===== config.mk =====
export PLATFORM = sky130hd
export DESIGN_NAME = wb_arbiter
export DESIGN_NICKNAME = d
export VERILOG_FILES = /design/src/rtl/wb_arbiter_pkg.sv /design/src/rtl/wb_fifo.sv /design/src/rtl/wb_arbiter.sv
export SDC_FILE = /design/constraint.sdc
export NUM_CORES = 1
export LEC_CHECK = 0
export BUFFER_PORTS_ARGS = -buffer_cell sky130_fd_sc_hd__buf_2
export CAP_MARGIN = 20
export CORE_MARGIN = 3
export CORE_UTILIZATION = 35
export DETAILED_ROUTE_END_ITERATION = 8
export GPL_ROUTABILITY_DRIVEN = 1
export SYNTH_ARGS = -nofsm -noshare
export SYNTH_HDL_FRONTEND = slang
export SYNTH_SLANG_ARGS = --single-unit

===== constraint.sdc =====
create_clock -name clk_i -period 6.8 [get_ports clk_i]
set_input_delay 0.68 -clock clk_i [delete_from_list [all_inputs] [get_ports clk_i]]
set_output_delay 0.68 -clock clk_i [all_outputs]
set_load 0.005 [all_outputs]

===== src/rtl/wb_arbiter_pkg.sv =====
// wb_arbiter_pkg: shared widths, write-request type and helpers for the write-back arbiter
package wb_arbiter_pkg;

   localparam int REG_ADDR_W   = 5;
   localparam int XLEN_DEFAULT = 64;

   // One register-file write request as buffered for the secondary path
   typedef struct packed {
      logic [REG_ADDR_W-1:0]   addr;
      logic [XLEN_DEFAULT-1:0] data;
   } wb_req_t;

   // Writes to x0 are architecturally discarded
   function automatic logic is_x0(input logic [REG_ADDR_W-1:0] addr);
      return addr == '0;
   endfunction

endpackage


===== src/rtl/wb_fifo.sv =====
// wb_fifo: synchronous FIFO with registered occupancy count; storage is not reset
module wb_fifo #(
   parameter int DEPTH = 4,
   parameter int WIDTH = 69
) (
   input  logic                       clk_i,
   input  logic                       rst_i,
   input  logic                       push_i,
   input  logic [WIDTH-1:0]           data_i,
   input  logic                       pop_i,
   output logic [WIDTH-1:0]           data_o,
   output logic [$clog2(DEPTH):0]     count_o
);

   localparam int PW = $clog2(DEPTH);
   localparam int CW = PW + 1;
   localparam logic [CW-1:0] FULL = CW'(DEPTH);

   logic [WIDTH-1:0] r_mem [DEPTH];
   logic [PW-1:0]    r_wr_ptr;
   logic [PW-1:0]    r_rd_ptr;
   logic [CW-1:0]    r_count;
   logic             w_push;
   logic             w_pop;

   // Full/empty are judged on the registered count, so a fresh entry cannot be popped in its push cycle
   assign w_push  = push_i && (r_count != FULL);
   assign w_pop   = pop_i && (r_count != '0);
   assign data_o  = r_mem[r_rd_ptr];
   assign count_o = r_count;

   // Entry storage, written on push only
   always_ff @(posedge clk_i) begin
      if (w_push) r_mem[r_wr_ptr] <= data_i;
   end

   // Pointers wrap naturally because DEPTH is a power of two
   always_ff @(posedge clk_i) begin
      if (rst_i) begin
         r_wr_ptr <= '0;
         r_rd_ptr <= '0;
         r_count  <= '0;
      end else begin
         r_wr_ptr <= w_push ? r_wr_ptr + 1'b1 : r_wr_ptr;
         r_rd_ptr <= w_pop ? r_rd_ptr + 1'b1 : r_rd_ptr;
         r_count  <= (w_push && !w_pop) ? r_count + 1'b1 :
                     (!w_push && w_pop) ? r_count - 1'b1 : r_count;
      end
   end

endmodule


===== src/rtl/wb_arbiter.sv =====
// wb_arbiter: merges in-order primary and buffered secondary results onto one register-file write port
// Optional statistics counters are built when WB_ARBITER_STATS_EN is defined.
module wb_arbiter
   import wb_arbiter_pkg::*;
#(
   parameter int FIFO_DEPTH = 4,
   parameter int XLEN       = XLEN_DEFAULT
) (
   input  logic                  clk_i,
   input  logic                  rst_i,
   input  logic                  a_valid_i,
   input  logic [REG_ADDR_W-1:0] a_addr_i,
   input  logic [XLEN-1:0]       a_data_i,
   output logic                  stall_o,
   input  logic                  b_valid_i,
   input  logic [REG_ADDR_W-1:0] b_addr_i,
   input  logic [XLEN-1:0]       b_data_i,
   output logic                  b_ready_o,
   output logic                  write_en_o,
   output logic [REG_ADDR_W-1:0] write_addr_o,
   output logic [XLEN-1:0]       write_data_o
`ifdef WB_ARBITER_STATS_EN
   ,
   output logic [31:0]           stall_cnt_o,
   output logic [31:0]           b_drop_cnt_o
`endif
);

   localparam int CW = $clog2(FIFO_DEPTH) + 1;
   localparam logic [CW-1:0] FULL = CW'(FIFO_DEPTH);

   logic [CW-1:0]         w_count;
   logic                  w_full;
   logic                  w_b_acc;
   logic                  w_push;
   logic                  w_grant_a;
   logic                  w_pop;
   logic [REG_ADDR_W-1:0] w_head_addr;
   logic [XLEN-1:0]       w_head_data;
   logic                  r_write_en;
   logic [REG_ADDR_W-1:0] r_write_addr;
   logic [XLEN-1:0]       r_write_data;

   // A full buffer both refuses the secondary and forces the head out ahead of the primary
   assign w_full    = w_count == FULL;
   assign stall_o   = w_full;
   assign b_ready_o = !w_full;
   assign w_b_acc   = b_valid_i && b_ready_o;
   assign w_push    = w_b_acc && !is_x0(b_addr_i);
   assign w_grant_a = a_valid_i && !stall_o;
   assign w_pop     = !w_grant_a && (w_count != '0);

   wb_fifo #(
      .DEPTH (FIFO_DEPTH),
      .WIDTH (REG_ADDR_W + XLEN)
   ) u_fifo (
      .clk_i   (clk_i),
      .rst_i   (rst_i),
      .push_i  (w_push),
      .data_i  ({b_addr_i, b_data_i}),
      .pop_i   (w_pop),
      .data_o  ({w_head_addr, w_head_data}),
      .count_o (w_count)
   );

   // Registered write port; address/data only move on a grant so they hold otherwise
   always_ff @(posedge clk_i) begin
      if (rst_i) begin
         r_write_en   <= 1'b0;
         r_write_addr <= '0;
         r_write_data <= '0;
      end else begin
         r_write_en <= w_grant_a ? !is_x0(a_addr_i) : w_pop;
         if (w_grant_a || w_pop) begin
            r_write_addr <= w_grant_a ? a_addr_i : w_head_addr;
            r_write_data <= w_grant_a ? a_data_i : w_head_data;
         end
      end
   end

   assign write_en_o   = r_write_en;
   assign write_addr_o = r_write_addr;
   assign write_data_o = r_write_data;

`ifdef WB_ARBITER_STATS_EN
   logic [31:0] r_stall_cnt;
   logic [31:0] r_b_drop_cnt;

   // Saturating counts of stalled cycles and of handshaken x0 secondaries that were dropped
   always_ff @(posedge clk_i) begin
      if (rst_i) begin
         r_stall_cnt  <= '0;
         r_b_drop_cnt <= '0;
      end else begin
         if (stall_o && r_stall_cnt != '1) r_stall_cnt <= r_stall_cnt + 1'b1;
         if (w_b_acc && is_x0(b_addr_i) && r_b_drop_cnt != '1) r_b_drop_cnt <= r_b_drop_cnt + 1'b1;
      end
   end

   assign stall_cnt_o  = r_stall_cnt;
   assign b_drop_cnt_o = r_b_drop_cnt;
`else
   // Statistics counters are not built in this configuration
`endif

endmodule


Yosys cells after proc, flatten, opt, wreduce, memory -nomap -nowiden
Memory sizes are Yosys's and may differ from the RTL's. A register that Yosys moved wholly into a read port is not among the register bits. Index checks and enable logic that the tools add are counted.

Register bits: 77. Memory bits (writable): 276. Output and inout bits: 72. Word-level logic and storage cells: 41. Memories: 1.

Memories: u_fifo.r_mem (words 4, bits a word 69, read ports 1, clocked after memory_dff 1, write ports 1, RTL line wb_fifo.sv:19) `logic [WIDTH-1:0] r_mem [DEPTH];`.

Add/sub/neg operators: 4. Equal/unequal tests: 2. Multiplexer cells: 9. Reduce and logical (&&, ||, !) cells: 19.

Operators by type and width (count): two-way mux 64 bit (1); logical NOT 5 bit (2); logical AND 1 bit (8); logical NOT 1 bit (6); two-way mux 3 bit (2); two-way mux 5 bit (1); adder 2 x 1 -> 2 bit, second input constant (2); two-way mux 2 bit (2); adder 3 x 1 -> 3 bit, second input constant (1); equality test 3 bit, second input constant (1); two-way mux 1 bit (3); inequality test 3 bit, second input constant (1); nonzero test 3 bit (1); subtractor 3 x 1 -> 3 bit, second input constant (1); nonzero test 2 bit (1); logical OR 1 bit (1).

Depth between registers and ports, before layout
Gate-level depths: netlist of the first run.

Word-level depth: 9. Gate-level depth with buffers: 8. Depth with buffers taken out: 8.

Modules after synthesis
A second synthesis of the first run with hierarchy kept.

Cell total of the unflattened synthesis: 746. Area total of the unflattened synthesis: 13616.8 µm².

By module, submodules not included: wb_fifo (times used 1, cells an instance 407, area an instance 10420.0 µm², sequential area each 8468.1 µm²); wb_arbiter (times used 1, cells an instance 339, area an instance 3196.8 µm², sequential area each 1401.3 µm²).

Least setup slack after synthesis of the first run
No wires, ideal clock.

Path kind: input-to-reg. Start: input port b_addr_i[1]. End: memory u_fifo.r_mem[0][0] (enable). Library setup time: 435 ps. Arrival: 2673 ps. Path slack: 3693 ps. Stages on the path: 3. Buffers on the path: 0. Path through: or3_1 -> o311a_1 -> and2_1.

Word-level cells in the longest chain between the ends: 6.

Ends and longest elaborated chain: from (decl) (RTL line wb_arbiter.sv:16) `input logic [REG_ADDR_W-1:0] b_addr_i,`; logical NOT 5 bit (RTL line wb_arbiter_pkg.sv:15) `return addr == '0;`; logical NOT 1 bit (RTL line wb_arbiter.sv:49) `assign w_push = w_b_acc && !is_x0(b_addr_i);`; logical AND 1 bit (RTL line wb_arbiter.sv:49); logical AND 1 bit (RTL line wb_fifo.sv:27) `assign w_push = push_i && (r_count != FULL);`; named net u_fifo.w_push (RTL line wb_fifo.sv:23) `logic w_push;`; two-way mux 1 bit (RTL line wb_fifo.sv:34) `if (w_push) r_mem[r_wr_ptr] <= data_i;`; two-way mux 1 bit (implied by the code) (RTL line wb_fifo.sv:34); to (decl) (RTL line wb_fifo.sv:19).

The timed path passes the listed nets, and every way through them passes these cells.

Worst setup path in the final report of the first run
Start: register u_fifo.r_count[0], in the netlist u_fifo.count_o[0]. End: memory u_fifo.r_mem[3][42] (enable).

Word-level cells in the longest chain between the ends: 7. Elaborated cells on any way between the ends: 8. Those cells by class: eq/ne: 2; mux: 2; reduce/logical: 4.

Ends and longest elaborated chain: from (decl) (RTL line wb_fifo.sv:22) `logic [CW-1:0] r_count;`; from (signal assigned) (RTL line wb_fifo.sv:46) `r_count <= (w_push && !w_pop) ? r_count + 1'b1 :`; equality test 3 bit (RTL line wb_arbiter.sv:45) `assign w_full = w_count == FULL;`; logical NOT 1 bit (RTL line wb_arbiter.sv:47) `assign b_ready_o = !w_full;`; logical AND 1 bit (RTL line wb_arbiter.sv:48) `assign w_b_acc = b_valid_i && b_ready_o;`; logical AND 1 bit (RTL line wb_arbiter.sv:49); logical AND 1 bit (*) (RTL line wb_fifo.sv:27); named net u_fifo.w_push (RTL line wb_fifo.sv:23); two-way mux 1 bit (*) (RTL line wb_fifo.sv:34); two-way mux 1 bit (implied by the code) (*) (RTL line wb_fifo.sv:34).

Mark *: on every way through the listed nets, which the timed path passes. The rest lies on a longest branch.

==> impl_metrics.toml, run 1 <==
[status]
status = "finished, final reports clean"

[min_path]
hp-class = "in -> reg"

[cells_and_area]
drive_above_1_share = 0.400
regArea_um2 = 9880
nets = 1025
area_delta_synth_final_pct = 21.3
final_util = 0.433
nFillCells = 3250
design_area_um2 = 15900
layout_commonest_cell = "edfxtp_1"
final_cell_mix = "edfxtp_1, buf_2, dfxtp_1"
multiInputGateArea_um2 = 3060

[critical_path]
start_kind = "flip-flop"
cp_max_fo = 36
cpLargestDelayFamily = "simple AND/OR/NAND/NOR gates"
arrival_ns = 2.81
path_buf_inv = 1
worstPathRequired_ns = 6.95
path_class = "reg -> reg"
slowest_stage = "and2_4"
worstPathCellList = "or3b_4, o311a_1, and2_4, buf_4"
cp_slowest_stage_delay_ns = 0.61
end_kind = "flip-flop"

[drt]
routed_wl_um = 29900
drtAntennaViolNets = 0
drc = 0
drt-wirelength-per-cell_um = 21.7
num_vias = 7174
viasPerCell = 5.21
firstDrtPassIters = 4
drt_iter0_drc = 457

[sta]
hold_viol = 0
hold-worst-slack_ns = 0.370
maxSlewHeadroom = 0.384
setup_viol = 0
worstMarginPinSlew_ns = 0.922
fin_crit_sh = 0.391
tns_ns = 0
period_minus_slack_ns = 2.66
fmax_mhz = 376
slew_viol_final = 0
clock_skew_ns = 0.0113
grt_setup_unrepaired = "false"

[floorplanning]
die_x_um = 200
die_height_um = 200
num_rows = 70
core_um2 = 36800
io_pins = 214
start_util = 0.357
die_area_um2 = 39900

[global_routing]
grt_max_degree = 70
grt_pass1_wl_um = 45300
grt_use_total = 0.150
grt_pass1_vias = 7566
antenna_found_initial = 8
grt_overflow = 0

[synthesis]
yosysUniqueCellTypes = 33
avgSynthCellArea_um2 = 20.0
async_reset_ff_frac = 0
synth_edf_count = 276
syn_inst = 657
ys_seq_area_frac = 0.752
yosys_warnings = 0
synthFlopType = "edfxtp_1"
netlist_area_um2 = 13100
ys_ff_latch = 355
synth_fp_nets = 805

[clocking]
cts_setup_buffers = 0
clkSlewWorstSetupHoldPaths_ns = 0.06
cts_sinks = 355
cts_buffers = 38
clk_latency_ns = 0.52
clockBufferDepth = 3
htree_levels = 2
ctsRootBufferMaster = "clkbuf_16"
cts_resized = 0
cts.hold.buffers_added = 0
tritoncts = "done"

[placed_design]
place_hpwl_um = 17700
gp_congestion = 0.692
portBuffers = 213
placed_area_um2 = 14700

[power]
seqPwrFrac = 0.468
switching_share = 0.263
pwr-share-comb = 0.207
finalPower_w = 0.00614
p_int_w = 0.00452
p_sw_w = 0.00162
pwr_density_cell_nw_per_um2 = 386
pwr-share-clk = 0.325
irDropWorstVdd_uv = 207
leakagePower_nw = 5.94

[run]
maxCapViolCount = 0
==> path summary, 6_finish.rpt <==
check                          start                  end  slack, ns  cells past startpoint
setup / recovery   u_fifo.count_o[0]  u_fifo.r_mem[3][42]       4.14                      4
hold / removal          b_data_i[19]  u_fifo.r_mem[3][19]       0.37                      1
setup reg to reg   u_fifo.count_o[0]  u_fifo.r_mem[3][42]       4.14                      4
hold reg to reg   u_fifo.r_rd_ptr[1]            flip-flop       0.48                      2
==> kinds of logic (layout without fill, tap and decap cells) <==
family	Yosys count	in the layout	synth area share
simple gates	91	91	0.0439
buf+inv	51	301	0.0178
fa+ha+maj	6	6	0.00629
other cells	0	2	0
mux	72	72	0.121
flops	355	355	0.752
compound gates	80	80	0.0579
xor+xnor	2	2	0.00133
==> metal layers <==
metal / track usage / up-vias / part of all wire
met1: 0.201 / 3693 / 0.44
met5: 0 / - / 0.0025
met3: 0.0418 / 53 / 0.061
met4: 0.0414 / 12 / 0.018
met2: 0.243 / 192 / 0.48
li1: - / 3224 / -
==> per-stage QoR <==
stage	worst slack, ns	std cells
final	4.14	1377
after global routing	3.87	1376
after CTS	4.01	1375
after detailed placement	3.86	1305
after global placement	3.92	1305
after floorplan	3.69	657
==> power groups by stage <==
stage	sequential (W)	clock, W	combinational (W)
final	0.00287	0.00199	0.00127
after global placement	0.00292	0	0.00129
after floorplan	0.00283	0	0.000889
after detailed placement	0.00292	0	0.00130
after CTS	0.00289	0.00206	0.00131
after global routing	0.00292	0.00216	0.00140
==> cell type report <==
type	instances	area share
diodes	2	0.000314
inverters	6	0.00141
flip-flops and latches	355	0.620
clock buffers	59	0.0718
multi-input cells	251	0.192
repair buffers	225	0.0726
well taps	468	0.0368
clock inverters	11	0.00495
==> cell usage after synthesis, drive strengths merged (2+ instances only) <==
library cell  number  area, µm²
or3                3       18.8
xor2               2       17.5
and3              69        432
buf               17        106
a21oi              5       25.0
o21ai              2       10.0
a221o             69        691
dfxtp             79       1580
nor2               5       18.8
ha                 5       62.6
inv                6       22.5
and2               4       25.0
nand2b             2       12.5
mux2i              2       20.0
edfxtp           276       8290
mux4              69       1550
nor3               3       25.0
clkbuf            28        105
==> worst reg2reg max path: cells and delay by family (launching register included) <==
family | cells | cell delay [ns]
AO/OA/AOI/OAI | 1 | 0.34
buffers and inverters | 1 | 0.56
flip-flops | 1 | 0.49
AND/OR/NAND/NOR | 2 | 0.84
==> registers in the layout, summed over array words and instances, names as in the netlist, named ones only <==
signal	cells
u_fifo.r_mem	276
u_fifo.r_wr_ptr	2
u_fifo.count_o	3
write_en_o	1
write_addr_o	5
u_fifo.r_rd_ptr	2
write_data_o	64
Note: power is estimated with default switching activity, not from simulation.
==> run 2, diff against run 1 <==
- ABC_AREA: unset -> 1
- clock period: 6.8 -> 2.19 ns (I/O delays scaled with it)
==> run 2 against run 1 <==
Synthesized cell count is 110% higher. Via count up 47%. Clock power grew to 3.2 times the previous value. Setup slack lost 3.9 ns. Area after synthesis is 12% higher. Critical path depth rose by 1. Sequential power grew to 3.1 times the previous value. Sequential share of layout area fell by 8.6 points. Clock skew fell by 0.0042 ns. Global-route usage increased by 1.3 points. Critical endpoint is now stall_o. Largest power group unchanged. Highest routed layer is now met4.
==> impl_metrics.toml, run 2 <==
[power]
leakagePower_nw = 7.63
irDropWorstVdd_uv = 657
pwr_density_cell_nw_per_um2 = 1140

[drt]
drtAntennaViolNets = 0
viasPerCell = 4.78
drt_iter0_drc = 680
drc = 0
routed_wl_um = 36300
firstDrtPassIters = 5
drt-wirelength-per-cell_um = 16.4
num_vias = 10556

[synthesis]
avgSynthCellArea_um2 = 10.8
yosys_warnings = 0
yosysUniqueCellTypes = 30
async_reset_ff_frac = 0
synth.most_common_cell = "nand2_1"
synth_top_area_frac = 0.566
synth_xor_area_frac = 0.00120
synth_area_leaders = "edfxtp_1, dfxtp_1, nand2_1"
yosysTopAreaCell = "edfxtp_1"
synth.area.mux_share = 0
syn_inst = 1357
netlist_area_um2 = 14600
synth_fp_nets = 1505
synthFlopType = "edfxtp_1"
yosys.area_share.simple = 0.203
synth_common_cells = "nand2_1, edfxtp_1, nand3_1"
ys_ff_latch = 355
synth_top_family_by_area = "simple AND/OR/NAND/NOR gates"
ys_seq_area_frac = 0.674
synth_edf_count = 276
synthAdderAreaFrac = 0.00564
synth-compound-area-share = 0.0519

[floorplanning]
io_pins = 214
core_um2 = 41100
die_area_um2 = 44300
die_x_um = 211
num_rows = 74
start_util = 0.356
die_height_um = 211

[cells_and_area]
regMostFlops = "u_fifo.r_mem"
multiInputGateArea_um2 = 3860
nets = 1793
layout_commonest_cell = "nand2_1"
design_area_um2 = 18500
area_delta_synth_final_pct = 26.4
final_util = 0.450
layout.cells.non_filler = 2209
regArea_um2 = 9880
final_cell_mix = "nand2_1, edfxtp_1, nand3_1"
largest_reg_flops = 276
drive_above_1_share = 0.208
nFillCells = 3809

[global_routing]
antenna_found_initial = 2
grt_use_total = 0.163
grt_pass1_vias = 10366
grt_max_degree = 139
grt_overflow = 0
grt_pass1_wl_um = 56700

[sta]
period_minus_slack_ns = 1.99
clock_skew_ns = 0.00705
fmax_mhz = 502
slew_viol_final = 0
setup_viol = 0
fin_crit_sh = 0.909
grt_setup_unrepaired = "false"
maxSlewHeadroom = 0.578
worstMarginPinSlew_ns = 0.633
tns_ns = 0
hold_viol = 0

[critical_path]
rr_startpoint = "u_fifo.count_o[1]"
slowest_stage = "buf_4"
ff2ff_setup_slack_ns = 0.25
end_kind = "output port"
r2r-end = "u_fifo.count_o[1]"
cp_max_fo = 45
arrival_ns = 1.77
worstPathRequired_ns = 1.97
reg2reg_depth = 9
start_kind = "flip-flop"
worstPathCellList = "nor2_8, nand2_4, buf_4, inv_1, buf_2"
crit_end = "stall_o"
path_class = "reg -> out"
cp_slowest_stage_delay_ns = 0.43
worstSetupStartpoint = "u_fifo.count_o[0]"

[placed_design]
place_inst = 2039
gp_congestion = 0.739
place_hpwl_um = 21400
placed_area_um2 = 16200
portBuffers = 213

[clocking]
tritoncts = "done"
cts_buffers = 39
cts_sinks = 355
clkSlewWorstSetupHoldPaths_ns = 0.06
clk_latency_ns = 0.54
cts_resized = 0
htree_levels = 2
clockBufferDepth = 3
ctsRootBufferMaster = "clkbuf_16"

[status]
status = "finished, final reports clean"

[min_path]
hp-class = "in -> reg"

[run]
maxCapViolCount = 0
[run 2: cell types whose count changed after synthesis, moves of 69 or more]
cell	before	now
and3_1	69	0
mux4_2	69	0
nand3_1	0	260
inv_1	5	97
nand2_1	0	359
a221o_1	69	0
[run 2: report_power, final]
group	switching [W]	internal [W]	leakage, nW	total (W)
Clock	0.00259	0.00388	0.633	0.00646
Combinational	0.00381	0.00207	3.81	0.00588
Sequential	0.000438	0.00840	3.19	0.00884
Total	0.00683	0.0143	7.63	0.0212
[run 2: repair_timing]
| action | in CTS | in global routing |
|---|---|---|
| endpoints found under the hold margin | 306 | 0 |
| buffers inserted | 0 | 0 |
| endpoints found under the setup margin | 0 | 0 |
| hold buffers | 97 | 0 |
[run 2: worst min path at each step]
stage | start | end | slack, ns | depth (start not counted)
2_1_floorplan | rst_i | u_fifo.count_o[0] | 0.28 | 1
3_3_place_gp | b_data_i[58] | u_fifo.r_mem[0][58] | 0.43 | 1
3_5_place_dp | b_data_i[57] | u_fifo.r_mem[3][57] | 0.43 | 1
4_1_cts | a_data_i[30] | write_data_o[30] | 0.0004 | 5
5_1_grt | a_data_i[21] | write_data_o[21] | 0.04 | 5
6_report | a_data_i[3] | write_data_o[3] | 0.03 | 5
[run 2: per-layer routing]
metal | vias up | global-route usage | wire length [µm]
met4 | 0 | 0.0494 | 782
met5 | - | 0 | 0
met1 | 4977 | 0.212 | 15900
met3 | 62 | 0.0320 | 2100
met2 | 291 | 0.277 | 17600
li1 | 5226 | - | -
[run 2: through the flow]
stage	setup slack, ns	hold slack, ns	total power [W]
detailed placement	0.268	0.435	0.0148
finish	0.199	0.0322	0.0212
floorplan	-0.206	0.282	0.0129
CTS	0.145	0.000364	0.0215
global placement	0.292	0.431	0.0147
global route	0.0563	0.0367	0.0225
[run 2: logic make-up (layout without fill, tap and decap cells)]
family                     after synthesis  count (layout)
AOI/OAI and AO/OA                      142             142
DFF                                    355             355
other                                    0               2
and+or+nand+nor                        663             663
xor gates and xnor gates                 2               2
buffers and inverters                  189             507
adders and majority gates                6               6
[run 2: layout make-up]
type	instances	share of cell area
Clock buffer	48	0.0585
Timing Repair Buffer	336	0.131
Clock inverter	23	0.0111
Sequential cell	355	0.534
Multi-Input combinational cell	813	0.209
Antenna cell	2	0.000270
Tap cell	532	0.0360
Inverter	100	0.0206
[run 2: worst max-delay path, delay by kind of cell (launching register included)]
kind / cells / cell delay (ns)
simple gates: 2 / 0.18
flops: 1 / 0.39
buf+inv: 3 / 0.64
